## src/rtl/xphm_pp_pkg.sv

```systemverilog
// Shared types and default sizes for the ping-pong X packet heads memory.
package xphm_pp_pkg;

  localparam int XPHM_DATA_WIDTH    = 64;
  localparam int XPHM_DEPTH         = 16;
  localparam int XPHM_NUM_PIPE      = 2;
  localparam int XPHM_PP_NRD        = 2;
  localparam int DDR_AXI_ADDR_WIDTH = 32;
  localparam int DDR_LEN_WIDTH      = 32;

  typedef enum logic [2:0] {
    LD_IDLE = 3'd0,
    LD_CHK  = 3'd1,
    LD_DESC = 3'd2,
    LD_RECV = 3'd3,
    LD_DONE = 3'd4
  } ld_state_e;

  // ceil(n / 2**l2), kept 33 bits wide so n near 2**32 cannot wrap
  function automatic logic [32:0] n_entries(
    input logic [31:0] n,
    input int          l2
  );
    return ({1'b0, n} + 33'((1 << l2) - 1)) >> l2;
  endfunction

endpackage

```

## src/rtl/xphm_pp_bank.sv

```systemverilog
// One bank replica: 1W/1R RAM with a registered read and NUM_PIPE
// output stages that only advance behind a valid read.
module xphm_pp_bank
  import xphm_pp_pkg::*;
#(
  parameter int DATA_W   = XPHM_DATA_WIDTH,
  parameter int DEPTH    = XPHM_DEPTH,
  parameter int NUM_PIPE = XPHM_NUM_PIPE,
  parameter int AW       = $clog2(DEPTH)
) (
  input  logic              clk,
  input  logic              rstn,
  input  logic              we,
  input  logic [AW-1:0]     waddr,
  input  logic [DATA_W-1:0] wdata,
  input  logic              re,
  input  logic [AW-1:0]     raddr,
  output logic [DATA_W-1:0] rdata
);

  logic [DATA_W-1:0] mem [DEPTH];
  logic [DATA_W-1:0] dat_q [NUM_PIPE+1];
  logic [DATA_W-1:0] dat_d [NUM_PIPE+1];
  logic [NUM_PIPE:0] v_q, v_d;

  always_ff @(posedge clk) begin
    if (we) mem[waddr] <= wdata;
  end

  always_comb begin
    v_d = v_q;
    for (int k = 0; k <= NUM_PIPE; k++) dat_d[k] = dat_q[k];
    v_d[0] = re;
    if (re) dat_d[0] = mem[raddr];
    for (int k = 1; k <= NUM_PIPE; k++) begin
      v_d[k] = v_q[k-1];
      if (v_q[k-1]) dat_d[k] = dat_q[k-1];
    end
  end

  always_ff @(posedge clk or negedge rstn) begin
    if (!rstn) begin
      v_q <= '0;
      for (int k = 0; k <= NUM_PIPE; k++) dat_q[k] <= '0;
    end else begin
      v_q <= v_d;
      for (int k = 0; k <= NUM_PIPE; k++) dat_q[k] <= dat_d[k];
    end
  end

  assign rdata = dat_q[NUM_PIPE];

endmodule

```

## src/rtl/xphm_pp.sv

```systemverilog
// Double-buffered X packet heads memory: DMA loads the shadow bank
// while NRD ports read the active bank; a host swap exchanges them.
module xphm_pp
  import xphm_pp_pkg::*;
#(
  parameter int DATA_W   = XPHM_DATA_WIDTH,
  parameter int DEPTH    = XPHM_DEPTH,
  parameter int NRD      = XPHM_PP_NRD,
  parameter int NUM_PIPE = XPHM_NUM_PIPE,
  parameter int AW       = $clog2(DEPTH)
) (
  input  logic                          clk,
  input  logic                          rstn,
  input  logic                          hc_d2c_start_pulse,
  input  logic [31:0]                   hc_d2c_d_addr,
  input  logic [31:0]                   hc_d2c_c_addr,
  input  logic [31:0]                   hc_d2c_n_bytes,
  output logic                          hc_d2c_done_pulse,
  output logic                          hc_d2c_err,
  input  logic                          hc_swap_pulse,
  output logic                          hc_busy,
  output logic                          active_bank,
  output logic [DDR_AXI_ADDR_WIDTH-1:0] dma_rd_desc_addr,
  output logic [DDR_LEN_WIDTH-1:0]      dma_rd_desc_len,
  output logic                          dma_rd_desc_valid,
  input  logic [DATA_W-1:0]             dma_rd_read_data_tdata,
  input  logic                          dma_rd_read_data_tvalid,
  input  logic                          dma_rd_read_data_tlast,
  input  logic [NRD-1:0]                rd_en,
  input  logic [NRD-1:0]                rd_last,
  input  logic [NRD*AW-1:0]             rd_addr,
  output logic [NRD*DATA_W-1:0]         dout,
  output logic [NRD-1:0]                dout_vld,
  output logic [NRD-1:0]                dout_last
);

  localparam int BL2 = $clog2(DATA_W / 8);

  ld_state_e     state_q, state_d;
  logic [31:0]   d_addr_q, d_addr_d;
  logic [31:0]   c_addr_q, c_addr_d;
  logic [31:0]   n_bytes_q, n_bytes_d;
  logic [32:0]   nent_q, nent_d;
  logic [32:0]   cnt_q, cnt_d;
  logic [AW-1:0] wr_ptr_q, wr_ptr_d;
  logic          err_q, err_d;
  logic          act_q, act_d;
  logic          swp_q, swp_d;
  logic          wr_en;
  logic [33:0]   end_idx;

  always_comb begin
    state_d   = state_q;
    d_addr_d  = d_addr_q;
    c_addr_d  = c_addr_q;
    n_bytes_d = n_bytes_q;
    nent_d    = nent_q;
    cnt_d     = cnt_q;
    wr_ptr_d  = wr_ptr_q;
    err_d     = err_q;
    act_d     = act_q;
    swp_d     = swp_q | hc_swap_pulse;
    wr_en     = 1'b0;
    end_idx   = {2'b0, c_addr_q} + {1'b0, nent_q};
    unique case (state_q)
      LD_IDLE: begin
        // swap first so a same-cycle start targets the new shadow
        if (swp_q) begin
          act_d = ~act_q;
          swp_d = hc_swap_pulse;
        end
        if (hc_d2c_start_pulse) begin
          d_addr_d  = hc_d2c_d_addr;
          c_addr_d  = hc_d2c_c_addr;
          n_bytes_d = hc_d2c_n_bytes;
          nent_d    = n_entries(hc_d2c_n_bytes, BL2);
          state_d   = LD_CHK;
        end
      end
      LD_CHK: begin
        if (nent_q == '0 || end_idx > 34'(DEPTH)) begin
          err_d   = 1'b1;
          state_d = LD_DONE;
        end else begin
          err_d    = 1'b0;
          wr_ptr_d = c_addr_q[AW-1:0];
          cnt_d    = '0;
          state_d  = LD_DESC;
        end
      end
      LD_DESC: state_d = LD_RECV;
      LD_RECV: begin
        if (dma_rd_read_data_tvalid) begin
          if (cnt_q < nent_q) begin
            wr_en    = 1'b1;
            wr_ptr_d = wr_ptr_q + AW'(1);
            cnt_d    = cnt_q + 33'd1;
          end
          if (dma_rd_read_data_tlast || cnt_d == nent_q)
            state_d = LD_DONE;
        end
      end
      LD_DONE: state_d = LD_IDLE;
      default: state_d = LD_IDLE;
    endcase
  end

  always_ff @(posedge clk or negedge rstn) begin
    if (!rstn) begin
      state_q   <= LD_IDLE;
      d_addr_q  <= '0;
      c_addr_q  <= '0;
      n_bytes_q <= '0;
      nent_q    <= '0;
      cnt_q     <= '0;
      wr_ptr_q  <= '0;
      err_q     <= 1'b0;
      act_q     <= 1'b0;
      swp_q     <= 1'b0;
    end else begin
      state_q   <= state_d;
      d_addr_q  <= d_addr_d;
      c_addr_q  <= c_addr_d;
      n_bytes_q <= n_bytes_d;
      nent_q    <= nent_d;
      cnt_q     <= cnt_d;
      wr_ptr_q  <= wr_ptr_d;
      err_q     <= err_d;
      act_q     <= act_d;
      swp_q     <= swp_d;
    end
  end

  assign hc_busy           = (state_q != LD_IDLE) | swp_q;
  assign hc_d2c_done_pulse = (state_q == LD_DONE);
  assign hc_d2c_err        = err_q;
  assign active_bank       = act_q;
  assign dma_rd_desc_valid = (state_q == LD_DESC);
  assign dma_rd_desc_addr  =
    dma_rd_desc_valid ? DDR_AXI_ADDR_WIDTH'(d_addr_q) : '0;
  assign dma_rd_desc_len   =
    dma_rd_desc_valid ? DDR_LEN_WIDTH'(n_bytes_q) : '0;

  // per-port {vld, last, bank} pipeline; bank only advances with vld
  logic [NRD-1:0][NUM_PIPE:0] pv_q, pv_d, pl_q, pl_d, pb_q, pb_d;

  always_comb begin
    pv_d = pv_q;
    pl_d = pl_q;
    pb_d = pb_q;
    for (int p = 0; p < NRD; p++) begin
      pv_d[p][0] = rd_en[p];
      pl_d[p][0] = rd_last[p];
      if (rd_en[p]) pb_d[p][0] = act_q;
      for (int k = 1; k <= NUM_PIPE; k++) begin
        pv_d[p][k] = pv_q[p][k-1];
        pl_d[p][k] = pl_q[p][k-1];
        if (pv_q[p][k-1]) pb_d[p][k] = pb_q[p][k-1];
      end
    end
  end

  always_ff @(posedge clk or negedge rstn) begin
    if (!rstn) begin
      pv_q <= '0;
      pl_q <= '0;
      pb_q <= '0;
    end else begin
      pv_q <= pv_d;
      pl_q <= pl_d;
      pb_q <= pb_d;
    end
  end

  logic [DATA_W-1:0] bank_rd [2][NRD];

  for (genvar b = 0; b < 2; b++) begin : g_bank
    localparam logic BID = 1'(b);
    for (genvar p = 0; p < NRD; p++) begin : g_port
      xphm_pp_bank #(
        .DATA_W  (DATA_W),
        .DEPTH   (DEPTH),
        .NUM_PIPE(NUM_PIPE),
        .AW      (AW)
      ) u_bank (
        .clk  (clk),
        .rstn (rstn),
        .we   (wr_en & (act_q != BID)),
        .waddr(wr_ptr_q),
        .wdata(dma_rd_read_data_tdata),
        .re   (rd_en[p] & (act_q == BID)),
        .raddr(rd_addr[p*AW +: AW]),
        .rdata(bank_rd[b][p])
      );
    end
  end

  always_comb begin
    dout      = '0;
    dout_vld  = '0;
    dout_last = '0;
    for (int p = 0; p < NRD; p++) begin
      dout[p*DATA_W +: DATA_W] = bank_rd[pb_q[p][NUM_PIPE]][p];
      dout_vld[p]  = pv_q[p][NUM_PIPE];
      dout_last[p] = pl_q[p][NUM_PIPE];
    end
  end

endmodule
```

## config.mk

```make
export PLATFORM = sky130hd
export DESIGN_NAME = xphm_pp
export DESIGN_NICKNAME = d
export VERILOG_FILES = /design/src/rtl/xphm_pp_pkg.sv /design/src/rtl/xphm_pp_bank.sv /design/src/rtl/xphm_pp.sv
export SDC_FILE = /design/constraint.sdc
export NUM_CORES = 2
export LEC_CHECK = 0
export BUFFER_PORTS_ARGS = -buffer_cell sky130_fd_sc_hd__clkbuf_2
export CELL_PAD_IN_SITES_DETAIL_PLACEMENT = 1
export CELL_PAD_IN_SITES_GLOBAL_PLACEMENT = 2
export CORE_ASPECT_RATIO = 1.1
export CORE_UTILIZATION = 45
export DETAILED_ROUTE_END_ITERATION = 10
export PLACE_DENSITY_LB_ADDON = 0.1
export SETUP_SLACK_MARGIN = 0.02
export SYNTH_ARGS = -nofsm -noshare
export SYNTH_HDL_FRONTEND = slang
export SYNTH_SLANG_ARGS = --single-unit
```

## constraint.sdc

```tcl
create_clock -name clk -period 21.6 [get_ports clk]
set_clock_uncertainty 0.05 [all_clocks]
set_input_delay 2.16 -clock clk [delete_from_list [all_inputs] [get_ports clk]]
set_output_delay 2.16 -clock clk [all_outputs]
set_load 0.005 [all_outputs]
```

==> key figures <==
CTS
  – Clk root buf: clkbuf_16
  – Clock Path Buffers: 4
  – TritonCTS clock tree: done
  – # clock sinks: 3011
  – Htree depth: 5
  – Post-CTS resize count: 0
  – CTS Buf Count: 324
  – Worst-path clk slew: 0.06 ns
  – Post-CTS Hold Fix Bufs: 0
  – Skew-Pair Late Insertion Delay: 0.92 ns
  – Postcts setup bufs: 0

Worst hold path
  – Hold Crit Depth: 0
  – Worst Hold End: dout_last[0]
  – Worst Hold Class: register to register
  – Hold Path Origin: pl_d[2]

Floorplan
  – Die Ht: 575 µm
  – Chip width: 523 µm
  – I/O pins: 379
  – Row cnt: 209
  – Die ar.: 0.300 mm²
  – Initial core utilization: 0.454
  – Core ar.: 0.296 mm²

Placed design
  – Routability cong.: 0.827
  – Cells after DPL: 11.0k
  – Port bufs: 378
  – HPWL after detailed placement: 234 mm

Setup path
  – WP data arrival: 7.14 ns
  – Setup slack, reg-to-reg: 14.93 ns
  – Critical Path Fanout Max: 29
  – Setup CP Type: register to register
  – Startpoint types: register
  – Reg2reg start: nent_q[10]
  – Crit path required time: 22.08 ns
  – Worst setup EP type: register
  – Crit Reg-Reg Endpoint: g_bank[0].g_port[1].u_bank.mem[5][17]
  – Worst r2r path cells: 13

Drt
  – Drt initial violations: 6306
  – Vias: 73.1k
  – WL/cell: 35.2 µm
  – DR DRC count: 0
  – 1st-pass router iterations: 5
  – Routed Antenna Nets: 0
  – Final wirelength: 408 mm
  – Via-to-Cell Ratio: 6.32

Final layout
  – Fraction of layout instances using a drive strength above 1: 0.429
  – P&R area growth vs syn: 13.0%
  – Final std cells w/o fill: 11.6k
  – Nets: 7629
  – Fin util: 0.513

Synth
  – Simple-gate share of the synthesized area: 0.0289
  – Number of enable flip-flop cells after synthesis: 2048
  – Syn nets: 7233
  – Synthesized instance count: 6990
  – Ys async rst share: 0.320
  – Synth Cell Area: 0.134 mm²
  – Avg Inst Size Synth: 19.2 µm²
  – Largest family of logic cells by synthesized area: multiplexers
  – Sequential element share of the synthesized area: 0.638
  – Post-Synth XOR/XNOR Area: 0.00555
  – Warnings, synthesis: 0
  – Post-synthesis mux area share: 0.292
  – Synth cell types: 82
  – Main synth FF type: edfxtp_1
  – Seq cells post-synth: 3011
  – Synth Area in Compound Gates: 0.0149
  – Post-Synth Adder-Cell Area: 0.00612

Power and ir drop
  – Pwr dens: 108 mW/mm²
  – Max IR drop VDD: 0.0000883 V
  – Lkg Pwr: 52.7 nW

Timing
  – Final hold violations: 0
  – Least-Margin Pin Slew: 1.19 ns
  – Post-route minimum period: 6.67 ns
  – Tcrit/Tclk final: 0.309
  – RSZ-0062 raised after global routing: no
  – Max-slew headroom: 0.206
  – Setup TNS Final: 0 ns
  – Final Setup Violations: 0
  – Final slew viol count: 0
  – F_max: 0.150 GHz

Global routing
  – Busiest layer in global routing: met2
  – Initial antenna violation count: 30
  – Vias in the first global route: 78.4k
  – Largest net degree at the start of global routing: 159
  – Global-route usage over all layers: 0.274
  – Met2 Resource Use GR: 0.461
  – Met3 global-route usage: 0.0412
  – Overflow after GRT: 0
  – Met1 usage: 0.375
  – First-pass GRT wire length: 586 mm

Status
  – Outcome: finished clean

Run
  – MaxCap Viol Count: 0
==> state kept, by name, indices dropped and copies added (netlist names), 4 cells and up <==
name                        flops
pv_d                            4
g_bank.g_port.u_bank.rdata    256
nent_q                         30
cnt_q                          33
pl_d                            4
wr_ptr_q                        4
c_addr_q                       32
n_bytes_q                      32
g_bank.g_port.u_bank.dat_q    512
pb_q                            6
g_bank.g_port.u_bank.v_q        8
d_addr_q                       32
g_bank.g_port.u_bank.mem     2048
==> worst max-delay path, stage by stage (launching register included) <==
cell and delay, ns:
dfrtp_1 0.71, inv_1 0.10, ha_1 0.33, a21oi_1 0.12
o21ai_0 0.08, a221oi_1 0.63, a21boi_0 0.24, buf_4 0.22
or2_1 0.47, nor3_1 0.66, nand2_1 0.38, nor2_4 0.79
buf_4 0.64, buf_4 0.68
==> cells in the mapped netlist, types with 9 or more instances <==
cell | instances | area [µm²]
xnor2_1 | 44 | 385
nand2_1 | 418 | 1570
buf_1 | 102 | 383
and2_1 | 95 | 594
and3_1 | 21 | 131
a21oi_1 | 63 | 315
nand3_1 | 47 | 235
a22o_1 | 15 | 131
nor3_1 | 38 | 190
o31ai_1 | 12 | 90.1
xor2_1 | 41 | 359
o21ai_0 | 83 | 415
dfrtp_1 | 963 | 24100
or3_1 | 11 | 68.8
ha_1 | 64 | 801
mux4_2 | 1280 | 28800
mux2i_1 | 13 | 130
o211ai_1 | 12 | 90.1
nand4_1 | 32 | 200
nor3b_1 | 9 | 67.6
nor2_1 | 59 | 221
buf_2 | 12 | 60.1
clkbuf_1 | 346 | 1300
edfxtp_1 | 2048 | 61500
nor4_1 | 21 | 131
a31oi_1 | 13 | 81.3
a211oi_1 | 10 | 75.1
inv_1 | 60 | 225
mux2_2 | 906 | 10200
==> cells by family after synthesis <==
| logic type | after synthesis |
|---|---|
| buf+inv | 524 |
| compound gates | 298 |
| flops | 3011 |
| mux | 2200 |
| fa+ha+maj | 65 |
| xor+xnor | 85 |
| simple gates | 807 |
==> layer usage <==
layer,share of wire,wire length (µm),up-vias
li1,-,-,29449
met1,0.41,167000,40675
met2,0.51,207000,2384
met3,0.057,23300,562
met4,0.025,10200,20
met5,0.00034,139,-
==> worst max-delay path by stage <==
stage | slack (ns) | start | endpoint
finish | 14.93 | nent_q[10] | g_bank[0].g_port[1].u_bank.mem[5][17]
global route | 14.51 | rd_addr[0] | g_bank[0].g_port[0].u_bank.dat_q[173]
global placement | 13.87 | rd_addr[0] | g_bank[0].g_port[0].u_bank.dat_q[167]
CTS | 14.85 | rd_addr[0] | g_bank[0].g_port[0].u_bank.dat_q[172]
floorplan | 13.68 | dma_rd_read_data_tvalid | g_bank[1].g_port[0].u_bank.mem[7][0]
detailed placement | 13.87 | rd_addr[0] | g_bank[0].g_port[0].u_bank.dat_q[173]
==> cell usage in the layout, fill, tap and decap left out, types with 11 or more instances in the layout <==
master	instances
o21ai_0	83
o31ai_1	12
mux4_2	1280
clkbuf_1	86
and2_1	76
clkinv_1	31
nor3_1	34
and3_1	21
diode_2	11
a31oi_1	13
mux2i_1	13
a21oi_1	63
nand4_1	32
nor2_4	13
edfxtp_1	2048
ha_1	64
a22o_1	15
and2_4	19
clkbuf_8	38
buf_4	146
clkbuf_16	336
nor4_1	21
o211ai_1	12
nor2_1	47
xor2_1	41
or3_1	11
clkinv_2	51
xnor2_1	44
inv_1	60
dfrtp_1	953
clkbuf_2	369
nand3_1	47
nand2_1	417
bufinv_16	27
mux2_2	906
==> cell type report <==
type	instances	area, µm²
Tap cell	3903	4880
Clock inverter	141	1610
Fill cell	26242	144000
Timing Repair Buffer	534	3280
Sequential cell	3011	85600
Antenna cell	11	27.5
Multi-Input combinational cell	3455	46800
Clock buffer	458	9230
Inverter	60	225
==> metrics by stage <==
stage	total power, mW	area [µm²]	hold slack [ns]	setup WS [ns]
after floorplan	9.46	134000	0.281	13.68
after global placement	10.8	141000	0.285	13.87
after detailed placement	10.9	141000	0.286	13.87
after CTS	16.6	152000	0.299	14.85
after global routing	17.1	152000	0.322	14.51
final	16.4	152000	0.295	14.93
==> report_power, final <==
group	leakage, nW	total [mW]	switching [mW]	internal [mW]
Clock	5.30	5.69	2.37	3.32
Sequential	29.9	7.70	0.689	7.01
Combinational	17.5	3.03	1.50	1.53
Total	52.7	16.4	4.56	11.9
Power figures use the tool's default switching activity.
